--- config.mk ---
export PLATFORM = sky130hd
export DESIGN_NAME = simp_comm_rx
export DESIGN_NICKNAME = d
export VERILOG_FILES = /design/src/rtl/simp_comm_pkg.sv /design/src/rtl/sync_2ff.sv /design/src/rtl/simp_comm_rx.sv
export SDC_FILE = /design/constraint.sdc
export NUM_CORES = 1
export LEC_CHECK = 0
export CORE_ASPECT_RATIO = 1.5
export CORE_MARGIN = 2
export CORE_UTILIZATION = 48
export DETAILED_ROUTE_END_ITERATION = 8
export PLACE_DENSITY = 0.75
export SETUP_SLACK_MARGIN = 0.5
export SLEW_MARGIN = 15
export SYNTH_ARGS = -nofsm -noshare
export SYNTH_HDL_FRONTEND = slang
export SYNTH_SLANG_ARGS = --single-unit
--- constraint.sdc ---
create_clock -name clk -period 1.6 [get_ports clk]
set_input_delay 0.24 -clock clk [delete_from_list [all_inputs] [get_ports clk]]
set_output_delay 0.24 -clock clk [all_outputs]
set_load 0.01 [all_outputs]
--- src/rtl/simp_comm_pkg.sv ---
// Shared definitions for the simple 4-bit serial link (receiver and future transmitter).
// Optional feature macro: SIMP_COMM_PARITY_EN adds the PARITY state (even parity).
package simp_comm_pkg;

  localparam int   MSG_W     = 4;
  localparam logic START_BIT = 1'b0;
  localparam logic STOP_BIT  = 1'b1;

  typedef enum logic [2:0] {
    ST_IDLE   = 3'd0,
    ST_START  = 3'd1,
    ST_DATA   = 3'd2,
`ifdef SIMP_COMM_PARITY_EN
    ST_PARITY = 3'd3,
`endif
    ST_STOP   = 3'd4
  } state_t;

endpackage

--- src/rtl/sync_2ff.sv ---
// Two-flop synchronizer for a single asynchronous level; resets to 1 (idle line level).
module sync_2ff (
  input  logic clk,
  input  logic rst_n,
  input  logic d,
  output logic q
);

  logic meta_q;
  logic sync_q;

  // Two-stage capture of the asynchronous input.
  always_ff @(posedge clk or negedge rst_n) begin
    if (!rst_n) begin
      meta_q <= 1'b1;
      sync_q <= 1'b1;
    end else begin
      // NOTE: non-blocking assignments here make the two stages shift, not collapse into one flop.
      meta_q <= d;
      sync_q <= meta_q;
    end
  end

  assign q = sync_q;

endmodule

--- src/rtl/simp_comm_rx.sv ---
// Serial receiver: start bit, 4 data bits LSB first, optional even parity, stop bit.
// Optional feature macro: SIMP_COMM_PARITY_EN (adds the PARITY state and parity check).
// All timing is measured on the synchronized line sin_s.
module simp_comm_rx
  import simp_comm_pkg::*;
#(
  parameter int CLKS_PER_BIT = 4
) (
  input  logic             clk,
  input  logic             rst_n,
  input  logic             serial_in,
  output logic [MSG_W-1:0] received_message,
  output logic             msg_valid,
  output logic             frame_err,
  output logic             busy
);

  localparam int TW = $clog2(CLKS_PER_BIT);
  localparam int BW = $clog2(MSG_W);

  // Mid-bit sample points: half a bit after the start edge, then every full bit.
  localparam logic [TW-1:0] T_HALF   = TW'(CLKS_PER_BIT / 2 - 1);
  localparam logic [TW-1:0] T_FULL   = TW'(CLKS_PER_BIT - 1);
  localparam logic [BW-1:0] LAST_BIT = BW'(MSG_W - 1);

  logic             sin_s;
  logic             sin_prev_q, sin_prev_d;
  state_t           state_q, state_d;
  logic [TW-1:0]    timer_q, timer_d;
  logic [BW-1:0]    bit_cnt_q, bit_cnt_d;
  logic [MSG_W-1:0] shift_q, shift_d;
  logic [MSG_W-1:0] msg_q, msg_d;
  logic             msg_valid_q, msg_valid_d;
  logic             frame_err_q, frame_err_d;
  logic             parity_ok;
`ifdef SIMP_COMM_PARITY_EN
  logic             parity_q, parity_d;
`endif

  sync_2ff u_sync (
    .clk   (clk),
    .rst_n (rst_n),
    .d     (serial_in),
    .q     (sin_s)
  );

`ifdef SIMP_COMM_PARITY_EN
  // Even parity: data bits plus parity bit must XOR to zero.
  assign parity_ok = ~(^{shift_q, parity_q});
`else
  assign parity_ok = 1'b1;
`endif

  // Next-state and datapath logic for the frame decoder.
  always_comb begin
    // NOTE: every variable gets a default first so no path leaves one unassigned (no latches).
    state_d     = state_q;
    timer_d     = timer_q;
    bit_cnt_d   = bit_cnt_q;
    shift_d     = shift_q;
    msg_d       = msg_q;
    msg_valid_d = 1'b0;
    frame_err_d = 1'b0;
    sin_prev_d  = sin_s;
`ifdef SIMP_COMM_PARITY_EN
    parity_d    = parity_q;
`endif

    case (state_q)
      ST_IDLE: begin
        // Only a real high-to-low edge starts a frame; a line stuck low does not.
        if (sin_prev_q == STOP_BIT && sin_s == START_BIT) begin
          state_d = ST_START;
          timer_d = '0;
        end
      end

      ST_START: begin
        if (timer_q == T_HALF) begin
          timer_d   = '0;
          bit_cnt_d = '0;
          state_d   = (sin_s == START_BIT) ? ST_DATA : ST_IDLE;
        end else begin
          timer_d = timer_q + TW'(1);
        end
      end

      ST_DATA: begin
        if (timer_q == T_FULL) begin
          timer_d   = '0;
          shift_d   = {sin_s, shift_q[MSG_W-1:1]};
          bit_cnt_d = bit_cnt_q + BW'(1);
          if (bit_cnt_q == LAST_BIT) begin
`ifdef SIMP_COMM_PARITY_EN
            state_d = ST_PARITY;
`else
            state_d = ST_STOP;
`endif
          end
        end else begin
          timer_d = timer_q + TW'(1);
        end
      end

`ifdef SIMP_COMM_PARITY_EN
      ST_PARITY: begin
        if (timer_q == T_FULL) begin
          timer_d  = '0;
          parity_d = sin_s;
          state_d  = ST_STOP;
        end else begin
          timer_d = timer_q + TW'(1);
        end
      end
`endif

      ST_STOP: begin
        if (timer_q == T_FULL) begin
          timer_d = '0;
          state_d = ST_IDLE;
          if (sin_s == STOP_BIT && parity_ok) begin
            msg_d       = shift_q;
            msg_valid_d = 1'b1;
          end else begin
            frame_err_d = 1'b1;
          end
        end else begin
          timer_d = timer_q + TW'(1);
        end
      end

      default: state_d = ST_IDLE;
    endcase
  end

  // State and datapath registers; reset restores the idle line view and clears everything.
  always_ff @(posedge clk or negedge rst_n) begin
    if (!rst_n) begin
      sin_prev_q  <= 1'b1;
      state_q     <= ST_IDLE;
      timer_q     <= '0;
      bit_cnt_q   <= '0;
      shift_q     <= '0;
      msg_q       <= '0;
      msg_valid_q <= 1'b0;
      frame_err_q <= 1'b0;
`ifdef SIMP_COMM_PARITY_EN
      parity_q    <= 1'b0;
`endif
    end else begin
      sin_prev_q  <= sin_prev_d;
      state_q     <= state_d;
      timer_q     <= timer_d;
      bit_cnt_q   <= bit_cnt_d;
      shift_q     <= shift_d;
      msg_q       <= msg_d;
      msg_valid_q <= msg_valid_d;
      frame_err_q <= frame_err_d;
`ifdef SIMP_COMM_PARITY_EN
      parity_q    <= parity_d;
`endif
    end
  end

  assign received_message = msg_q;
  assign msg_valid        = msg_valid_q;
  assign frame_err        = frame_err_q;
  assign busy             = (state_q != ST_IDLE);

endmodule

After elaboration in Yosys (flattened, before gate mapping)

Index checks and enable logic that the tools add are counted.

Register bits: 20
Input port bits: 3
Output and inout bits: 7

$add $sub $neg: 2
Eq/ne operators: 11
Muxes and demuxes: 20
Bitwise gates (word level): 1
Reductions and logical operators: 11

Operators with widths:

| operator                                            | number |
|---|---|
| two-way mux 3 bit                                   | 5 |
| two-way mux 2 bit                                   | 6 |
| case mux 3 bit (4 select lines)                     | 1 |
| != test 2 bit, second input constant                | 5 |
| two-way mux 1 bit                                   | 6 |
| case mux 2 bit (3 select lines)                     | 1 |
| AND reduction 3 bit                                 | 2 |
| nonzero test 3 bit                                  | 2 |
| AND reduction 5 bit                                 | 1 |
| adder 2 x 1 -> 2 bit, second input constant         | 2 |
| equality test 2 bit, second input constant          | 2 |
| case mux 2 bit (2 select lines)                     | 1 |
| AND reduction 2 bit                                 | 2 |
| equality test 3 x 1 -> 1 bit, second input constant | 1 |
| equality test 3 x 2 -> 1 bit, second input constant | 1 |
| equality test 3 bit, second input constant          | 1 |
| zero test 3 bit                                     | 1 |
| equality test 2 x 1 -> 1 bit, second input constant | 1 |
| nonzero test 2 bit                                  | 1 |
| OR reduction 2 bit                                  | 1 |
| logical AND 1 bit                                   | 1 |
| inverter 1 bit                                      | 1 |

Logic depth before layout (Yosys ltp)

Depth in word-level cells: 4
Mapped depth: 6
Gate-level depth less buffers: 5

Modules after synthesis

Synthesis repeated with hierarchy kept, for this count alone.

Cells, all modules: 81
Area total of the unflattened synthesis: 974.7 sq um

By module, submodules not included:

| module       | instances | cells an instance | area each (sq um) |
|---|---|---|---|
| simp_comm_rx | 1         | 79                | 922.1 |
| sync_2ff     | 1         | 2                 | 52.6 |

Worst setup path after synthesis

Ideal clock, no wire load.

Path kind: register to register
From: reg timer_q[0]
To: reg shift_q[0]
Library setup time: 0.127 ns
Data arrival time: 1.359 ns
Path slack: 0.114 ns
Stages on the path, launching flop included: 6
Buffers on the path: 2
Clock period less this slack: 1.486 ns
Cell sequence: dfrtp_1 -> ha_1 -> buf_6 -> and4bb_1 -> buf_4 -> mux2_1

Longest elaborated chain between the ends: 2

RTL lines:

| element                       | line                | source |
|---|---|---|
| start, declared               | simp_comm_rx.sv:29  | `logic [TW-1:0] timer_q, timer_d;` |
| start signal, assigned        | simp_comm_rx.sv:153 | `timer_q <= timer_d;` |
| equality test 2 bit           | simp_comm_rx.sv:89  | `if (timer_q == T_FULL) begin` |
| AND reduction 2 bit (no line) | -                   |  |
| end signal, assigned          | simp_comm_rx.sv:155 | `shift_q <= shift_d;` |
| end, declared                 | simp_comm_rx.sv:31  | `logic [MSG_W-1:0] shift_q, shift_d;` |

Every way passes these cells.
A chain may end at the register's enable or synchronous reset.

Final worst setup path

From: reg state_q[2]
To: reg shift_q[2]

Longest elaborated chain between the ends: 2

RTL lines:

| element                       | line                | source |
|---|---|---|
| start, declared               | simp_comm_rx.sv:28  | `state_t state_q, state_d;` |
| start signal, assigned        | simp_comm_rx.sv:152 | `state_q <= state_d;` |
| equality test 3 x 2 -> 1 bit  | simp_comm_rx.sv:69  | `case (state_q)` |
| AND reduction 2 bit (no line) | -                   |  |

Every way passes these cells.

==> flow_metrics.env <==
export IMPL_outcome="complete, no violations"
export IMPL_fin_worst_skew_ns=0.00888
export IMPL_synthesis_nets=86
export IMPL_ir_worst_vdd_mv=0.915
export IMPL_power_density_mw_per_mm2=1310
export IMPL_power_internal_mw=1.22
export IMPL_viasPerCell=5.67
export IMPL_final_util_pct=78.5
export IMPL_io_buffers=9
export IMPL_timing_hold_ws_ns=0.266
export IMPL_ys_warn_count=0
export IMPL_critPathMaxStageDelay_ns=0.45
export IMPL_yosysTopAreaCell="dfrtp_1"
export IMPL_hold_class="in2async"
export IMPL_final_cells=134
export IMPL_netlist_area_sq_um=955
export IMPL_postRouteWirelength_um=2470
export IMPL_swShare_pct=35.8
export IMPL_fin_tns_setup_ns=0
export IMPL_cap_violations=0
export IMPL_synth_edf_count=0
export IMPL_die_x_um=40.4
export IMPL_tightestPinTransition_ns=0.245
export IMPL_start_util_pct=51.5
export IMPL_dieHeight_um=58.6
export IMPL_grt_first_pass_wirelength_um=4060
export IMPL_cts_tree="built"
export IMPL_place_inst=113
export IMPL_synthFlopType="dfrtp_1"
export IMPL_grt_overflow_total=0
export IMPL_power_frac_seq_pct=34.4
export IMPL_final_cell_mix="buf_4 (16), dfrtp_1 (14), buf_6 (10)"
export IMPL_clock_sinks=20
export IMPL_clockRootBuffer="clkbuf_4"
export IMPL_rsz0062_at_grt="true"
export IMPL_worstSetupEndpointType="flop"
export IMPL_pwr_share_clk_pct=12.8
export IMPL_wl_per_cell_um=18.5
export IMPL_first_pass_iters=4
export IMPL_slew_violations=0
export IMPL_clockBufferDepth=2
export IMPL_total_leakage_power_nw=0.695
export IMPL_first_iter_violations=6
export IMPL_critical_path_startpoint_type="flop"
export IMPL_synth_area_leaders="dfrtp_1 (45%), mux2_1 (11%), dfstp_2 (8.3%), ha_1 (5.2%), nor4b_1 (2.8%)"
export IMPL_vias=760
export IMPL_post_dp_hpwl_um=1500
export IMPL_drc_errors=0
export IMPL_max_slew_margin_rel_pct=83.5
export IMPL_cts_buffers=3
export IMPL_postCtsHoldBufs=0
export IMPL_ys_types=29
export IMPL_synth_ff_latch_count=20
export IMPL_crit_arrival_ns=1.61
export IMPL_seq_area_frac_synth_pct=52.8
export IMPL_cp_cell_sequence="buf_6 > and4bb_4 > mux2_4"
export IMPL_layout_drive_gt1_share_pct=61.1
export IMPL_antenna_found_initial=0
export IMPL_core_area_sq_mm=0.00185
export IMPL_syn_to_final_growth_pct=52.4
export IMPL_setup_viol=0
export IMPL_antenna_cells=0
export IMPL_crit_fanout=7
export IMPL_grt_pass1_vias=858
export IMPL_track_usage_pct=25.8
export IMPL_rows=19
export IMPL_final_common_cell="buf_4"
export IMPL_antenna_left=0
export IMPL_grt_max_degree=21
export IMPL_h_tree_depth=1
export IMPL_gp_congestion=0.789
export IMPL_hold_viol_final=0
export IMPL_min_period_ns=1.42
export IMPL_crit_path_top_delay_cell="dfrtp_2"
export IMPL_path_class="reg2reg"
export IMPL_syn_inst=79
export IMPL_switchingPower_uw=684
export IMPL_worstSkewPairLatency_ns=0.30
export IMPL_clock_fmax_ghz=0.704
export IMPL_ios=10
export IMPL_fin_nets=121
export IMPL_period_share_pct=88.7
export IMPL_syn_area_per_cell_sq_um=12.1
export IMPL_yosys_area_top_type_share_pct=44.6
export IMPL_clkTransAtPathRegs_ns=0.11
export IMPL_p_comb_share_pct=52.8
export IMPL_dieArea_sq_mm=0.00237
export IMPL_ys_async_sr_fraction_pct=100
export IMPL_crit_required_ns=1.79
## cells in the mapped netlist (2+ instances only)
| cell | number |
|---|---|
| a21oi_1 | 3 |
| ha_1 | 4 |
| dfrtp_1 | 17 |
| inv_1 | 5 |
| buf_2 | 2 |
| nor4b_1 | 3 |
| a41oi_1 | 2 |
| dfstp_2 | 3 |
| buf_4 | 2 |
| nor2_1 | 5 |
| mux2_1 | 9 |
| nand3_1 | 2 |
| nand2_1 | 5 |
| nor4bb_1 | 2 |
## area by class of cell
type                       instances  area [sq um]
sequential                        20           508
clock buffer                       4          26.3
multi-input combinational         49           571
timing repair buffer              35           303
tap                               21          26.3
fill                             126           399
inverter                           5          21.3
## power by group through the flow
stage / registers (mW) / logic (mW) / clock network, mW
2_1_floorplan: 0.653 / 0.366 / 0
3_3_place_gp: 0.668 / 0.516 / 0
3_5_place_dp: 0.677 / 0.536 / 0
4_1_cts: 0.646 / 0.923 / 0.252
5_1_grt: 0.660 / 1.08 / 0.269
6_report: 0.655 / 1.01 / 0.245
## flip-flops by register name (all words and copies together) (netlist names)
register and count:
sin_prev_q 1, u_sync.q 1, received_message 4, shift_q 4
u_sync.meta_q 1, frame_err 1, state_q 3, msg_valid 1
timer_q 2, bit_cnt_q 2
## per-stage QoR
stage               cell area (sq um)  power (mW)  setup WS, ns
finish                           1460        1.91         0.180
detailed placement               1120        1.21        0.0808
global placement                 1120        1.18         0.168
CTS                              1380        1.82         0.183
global route                     1460        2.00         0.120
floorplan                         988        1.02         0.157
## path summary, 6_finish.rpt
check	start	end	slack [ns]	cells past startpoint
hold / removal	rst_n	bit_cnt_q[1]$_DFFE_PN0P_	0.27	2
setup reg to reg	state_q[2]$_DFFE_PN0P_	shift_q[2]$_DFFE_PN0P_	0.18	3
setup / recovery	state_q[2]$_DFFE_PN0P_	shift_q[2]$_DFFE_PN0P_	0.18	3
min in group clk	u_sync.meta_q$_DFF_PN1_	u_sync.q$_DFF_PN1_	0.36	0
hold reg to reg	u_sync.meta_q$_DFF_PN1_	u_sync.q$_DFF_PN1_	0.36	0
max in group asynchronous	rst_n	u_sync.q$_DFF_PN1_	1.06	2
## repair_timing
item / in CTS / in global routing
pin swaps: 12 / 9
gates cloned: 0 / 0
setup endpoints to repair: 23 / 22
hold endpoints to repair: 0 / 0
resized for setup: 62 / 9
setup buffers: 12 / 5
## worst max-delay path: cells and delay by family, from the launching register on
kind / cells / cell delay [ns]
buffers and inverters: 1 / 0.14
multiplexers: 1 / 0.32
AND/OR/NAND/NOR: 1 / 0.40
flip-flops: 1 / 0.45
## layer usage
layer / track usage [%] / vias to the layer above / share of wire (%)
met3: 2.64 / 8 / 2.1
met4: 16.2 / 0 / 3.4
met1: 27.1 / 385 / 37
met2: 45.4 / 16 / 58
met5: 0 / - / 0
li1: - / 351 / -
## cells by family (layout without fill, tap and decap cells)
| group | after synthesis | count (layout) | share of synthesized area, % |
|---|---|---|---|
| AO/OA/AOI/OAI | 10 | 10 | 7.47 |
| multiplexers | 10 | 10 | 11.8 |
| flip-flops | 20 | 20 | 52.8 |
| adder cells (fa/ha/maj) | 4 | 4 | 5.24 |
| AND/OR/NAND/NOR | 25 | 25 | 16.9 |
| buffers and inverters | 10 | 44 | 5.77 |
Power figures use the tool's default switching activity.
